File: src/rtl/seg_scan_ctrl_pkg.sv
// seg_scan_ctrl shared definitions.
// Digit code width, blank code and width helpers.
package seg_scan_ctrl_pkg;

  localparam int DIG_W = 3;
  localparam logic [DIG_W-1:0] DIG_OFF = 3'b111;

  typedef enum logic {
    PH_BLANK = 1'b0,
    PH_SHOW  = 1'b1
  } phase_e;

  function automatic int idx_w(input int n);
    return (n > 1) ? $clog2(n) : 1;
  endfunction

endpackage

File: src/rtl/seg_scan_ctrl_counter.sv
// scan_slot_counter: slot counter and digit index.
// Exposes next-cycle state so the parent can register aligned outputs.
module scan_slot_counter
  import seg_scan_ctrl_pkg::*;
#(
  parameter int NUM_DIGITS  = 4,
  parameter int REFRESH_DIV = 50000,
  localparam int IW = idx_w(NUM_DIGITS),
  localparam int CW = idx_w(REFRESH_DIV)
) (
  input  logic          Clk,
  input  logic          Rst,
  output logic [CW-1:0] cnt_nxt,
  output logic [IW-1:0] idx_nxt,
  output logic          last,
  output logic          frame_nxt
);

  logic [CW-1:0] cnt;
  logic [IW-1:0] idx;
  logic          cnt_last;
  logic          idx_last;

  assign cnt_last = (cnt == CW'(REFRESH_DIV - 1));
  assign idx_last = (idx == IW'(NUM_DIGITS - 1));
  assign last     = cnt_last & idx_last;

  always_comb begin
    cnt_nxt = cnt_last ? '0 : cnt + CW'(1);
    idx_nxt = idx;
    if (cnt_last)
      idx_nxt = idx_last ? '0 : idx + IW'(1);
    if (Rst) begin
      cnt_nxt = '0;
      idx_nxt = '0;
    end
  end

  assign frame_nxt = (cnt_nxt == CW'(REFRESH_DIV - 1)) &&
                     (idx_nxt == IW'(NUM_DIGITS - 1));

  always_ff @(posedge Clk) begin
    cnt <= cnt_nxt;
    idx <= idx_nxt;
  end

endmodule

File: src/rtl/seg_scan_ctrl.sv
// seg_scan_ctrl: multiplexed seven-segment scan controller.
// Snapshots digit data per frame and drives Dig/Ghost/An registered.
module seg_scan_ctrl
  import seg_scan_ctrl_pkg::*;
#(
  parameter int NUM_DIGITS   = 4,
  parameter int REFRESH_DIV  = 50000,
  parameter int BLANK_CYCLES = 500,
  localparam int IW = idx_w(NUM_DIGITS),
  localparam int CW = idx_w(REFRESH_DIV)
) (
  input  logic                        Clk,
  input  logic                        Rst,
  input  logic [DIG_W*NUM_DIGITS-1:0] DigVals,
  input  logic [NUM_DIGITS-1:0]       DigEn,
  input  logic                        Blank,
  output logic [DIG_W-1:0]            Dig,
  output logic                        Ghost,
  output logic [NUM_DIGITS-1:0]       An,
  output logic                        Frame
);

  logic [CW-1:0] cnt_nxt;
  logic [IW-1:0] idx_nxt;
  logic          last;
  logic          frame_nxt;

  scan_slot_counter #(
    .NUM_DIGITS (NUM_DIGITS),
    .REFRESH_DIV(REFRESH_DIV)
  ) u_cnt (
    .Clk      (Clk),
    .Rst      (Rst),
    .cnt_nxt  (cnt_nxt),
    .idx_nxt  (idx_nxt),
    .last     (last),
    .frame_nxt(frame_nxt)
  );

  logic [DIG_W*NUM_DIGITS-1:0] snap_vals;
  logic [DIG_W*NUM_DIGITS-1:0] vals_nxt;
  logic [NUM_DIGITS-1:0]       snap_en;
  logic [NUM_DIGITS-1:0]       en_nxt;
  logic                        load;
  phase_e                      phase_nxt;
  logic                        show_nxt;

  // New frame data must be visible in cycle 0 of the frame it belongs to.
  assign load     = Rst | last;
  assign vals_nxt = load ? DigVals : snap_vals;
  assign en_nxt   = load ? DigEn : snap_en;

  if (BLANK_CYCLES == 0) begin : g_noblank
    assign phase_nxt = PH_SHOW;
  end else begin : g_blank
    assign phase_nxt = (cnt_nxt < CW'(BLANK_CYCLES)) ? PH_BLANK : PH_SHOW;
  end

  assign show_nxt = (phase_nxt == PH_SHOW) && en_nxt[idx_nxt] && !Blank;

  always_ff @(posedge Clk) begin
    snap_vals <= vals_nxt;
    snap_en   <= en_nxt;
    if (Rst) begin
      An    <= '1;
      Ghost <= 1'b1;
      Dig   <= '0;
      Frame <= 1'b0;
    end else begin
      Dig   <= vals_nxt[idx_nxt*DIG_W +: DIG_W];
      An    <= show_nxt ? ~(NUM_DIGITS'(1) << idx_nxt) : '1;
      Ghost <= !show_nxt;
      Frame <= frame_nxt;
    end
  end

endmodule
File: config.mk
export PLATFORM = sky130hd
export DESIGN_NAME = seg_scan_ctrl
export DESIGN_NICKNAME = d
export VERILOG_FILES = /design/src/rtl/seg_scan_ctrl_pkg.sv /design/src/rtl/seg_scan_ctrl_counter.sv /design/src/rtl/seg_scan_ctrl.sv
export SDC_FILE = /design/constraint.sdc
export NUM_CORES = 1
export LEC_CHECK = 0
export BUFFER_PORTS_ARGS = -buffer_cell sky130_fd_sc_hd__buf_2
export CAP_MARGIN = 20
export CORE_ASPECT_RATIO = 1.75
export CORE_UTILIZATION = 30
export CTS_CLUSTER_SIZE = 20
export DETAILED_ROUTE_END_ITERATION = 10
export MAX_ROUTING_LAYER = met4
export SETUP_SLACK_MARGIN = 0.02
export SYNTH_ARGS = -nofsm -noshare
export SYNTH_HDL_FRONTEND = slang
export SYNTH_HIERARCHICAL = 1
export SYNTH_SLANG_ARGS = --single-unit
File: constraint.sdc
create_clock -name Clk -period 2.55 [get_ports Clk]
set_input_delay 0.3825 -clock Clk [delete_from_list [all_inputs] [get_ports Clk]]
set_output_delay 0.3825 -clock Clk [all_outputs]
set_load 0.02 [all_outputs]
==> flow_metrics.tcl <==
set metrics [dict create \
    ys.warnings.count 6 \
    hold_buffers 0 \
    routed_wl_um 4830 \
    pre_cts_slack_ns -0.157 \
    yosysMostFrequentCell "dfxtp_1" \
    critPathKind "reg2reg" \
    syn_avg_cell_area_um2 10.1 \
    wl_per_cell_um 14.3 \
    cap_violations 0 \
    start_util_pct 31.2 \
    via_per_inst 4.97 \
    min_path_type "in2reg" \
    fmax_mhz 396 \
    place.gp.congestion 0.859 \
    slew_violations 0 \
    ant_nets 0 \
    core-area_um2 6540 \
    htreeDepth 2 \
    yosysSeqAreaShare_pct 42.2 \
    drive_above_1_share_pct 41.8 \
    post-route-min-period_ns 2.53 \
    synth_common_cells "dfxtp_1, nor2_1, mux2_2" \
    ys.flop_type "dfxtp_1" \
    synth_nets 223 \
    power.density_nw_per_um2 588 \
    rsz0062_at_grt "yes" \
    grt_antenna_before_repair 0 \
    port_buffers 27 \
    crit_required_ns 2.76 \
    syn_to_final_growth_pct 32.0 \
    synth-edff-count 0 \
    synth_seq_cells 43 \
    crit_fanout 13 \
    cts.path.max_buffers 2 \
    dp_hpwl_um 3820 \
    grt_max_degree 16 \
    vdd_drop_max_uv 676 \
    tns_ns 0 \
    die-area_um2 7150 \
    syn_area_um2 2040 \
    endpoint_kind "flop" \
    worst_slew_pin_slew_ns 0.451 \
    netlist.area_leader.share_pct 42.2 \
    first_pass_iters 4 \
    first_iter_violations 23 \
    ys_top_cells_by_area "dfxtp_1, mux2_2, nor2_1" \
    worst_setup_path_start_kind "flop" \
    path_clk_slew_ns 0.06 \
    clock-sinks 43 \
    synthCells 202 \
    run_status "finished, final reports clean" \
    grt_pass1_vias 1688 \
    vias 1681 \
    nNetsFinal 276 \
    period_share_pct 99.1 \
    antennaDiodeCount 0 \
    async_flop_share_pct 0 \
    worst_slack_ns 0.0233 \
    synth.distinct_cells 53 \
    finalPower_w 0.00158 \
    cts-buffers-inserted 5 \
    globalRouteOverflowTotal 0 \
    grtUsageTotal_pct 14.8 \
    cp.arrival_ns 2.73 \
    synth_top_area_cell "dfxtp_1" \
    clock_latency_ns 0.28 \
    rows 39 \
    die_h_um 111 \
    finalSetupViolations 0 \
    cts_tree "yes" \
    die_w_um 64.3 \
    drc_errors 0 \
    timing.hold.ws_ns 0.341 \
    ios 28 \
    grt_pass1_wl_um 7890 \
    p_leak_nw 1.10 \
    final_core_util_pct 41.2 \
    cts-root-buf "clkbuf_16" \
    skew_ns 0.00476 \
    timing.slew.headroom_pct 69.9 \
    hold_viol 0 \
]
## path summary, 6_finish.rpt
check / slack (ns) / startpoint / endpoint / depth (start not counted)
min: 0.34 / DigVals[2] / snap_vals[2]$_DFF_P_ / 2
max reg2reg: 0.02 / u_cnt/cnt[12]$_DFF_P_ / Ghost$_SDFF_PP1_ / 10
max: 0.02 / u_cnt/cnt[12]$_DFF_P_ / Ghost$_SDFF_PP1_ / 10
min reg2reg: 0.48 / snap_vals[1]$_DFF_P_ / snap_vals[1]$_DFF_P_ / 1
## registers in the layout, summed over array words and instances, names as in the netlist
register and flops:
Ghost 1, snap_vals 12, Dig 3, snap_en 4
An 4, u_cnt/idx 2, u_cnt/cnt 16, Frame 1
## routing by layer
| layer | global-route usage, % | share of wire (%) | vias up |
|---|---|---|---|
| met3 | 1.95 | 2.6 | 18 |
| met4 | 9.04 | 4.6 | 0 |
| li1 | - | - | 836 |
| met1 | 13.6 | 36 | 791 |
| met2 | 27.5 | 57 | 36 |
| met5 | - | 0 | - |
## kinds of logic after synthesis
kind of cell             after synthesis  share of synthesized area [%]
buffers and inverters                 14                           4.17
multiplexers                          22                           13.7
adder cells (fa/ha/maj)                2                           1.23
XOR/XNOR                              14                           6.01
AND/OR/NAND/NOR                       82                           23.2
flip-flops                            43                           42.2
AO/OA/AOI/OAI                         25                           9.50
## layout make-up
| cell class | instances | area [um2] |
|---|---|---|
| clock buffers | 6 | 139 |
| clock inverters | 2 | 38.8 |
| fillers | 669 | 3840 |
| inverters | 7 | 26.3 |
| multi-input cells | 145 | 1190 |
| flip-flops and latches | 43 | 867 |
| well taps | 82 | 103 |
| repair buffers | 53 | 334 |
## repair_timing
action	CTS	global route
endpoints found under the hold margin	0	0
setup endpoints to repair	5	8
resized for setup	4	16
buffers inserted	0	2
pin swaps	0	15
cloned	0	0
## where the power goes
group	internal, W	leakage, nW	switching (W)
combinational	0.0000622	0.656	0.0000528
clock	0.000492	0.0875	0.000254
sequential	0.000707	0.356	0.0000156
total	0.00126	1.10	0.000323
## placed cells by master, fill, tap and decap left out, drive strengths merged, types with 3 or more instances in the layout
master	Yosys	final
nand4	6	6
mux2i	4	4
nor4	3	3
inv	7	8
buf	6	53
mux4	3	3
nor2	25	25
and3	7	7
nand3	9	9
mux2	15	15
a21oi	3	3
nor3	3	3
nand2	15	15
o22ai	3	3
nor3b	3	3
a211oi	4	4
clkbuf	1	6
dfxtp	43	43
xor2	6	6
xnor2	8	8
o21ai	4	4
## worst max-delay path, stage by stage, from the launching register on
cell       delay [ns]
dfxtp_1          0.33
nor4_4           0.32
buf_4            0.18
nand4_2          0.08
buf_4            0.17
nand2_4          0.16
nor2_1           0.09
or4_4            0.54
nor4_4           0.31
a2111oi_4        0.15
o2111ai_1        0.11
## metrics by stage
stage | area (um2) | instances
6_report | 2690 | 338
5_1_grt | 2690 | 338
4_1_cts | 2620 | 336
3_5_place_dp | 2420 | 328
3_3_place_gp | 2420 | 328
2_1_floorplan | 2060 | 202
(Power assumes the default switching activity.)
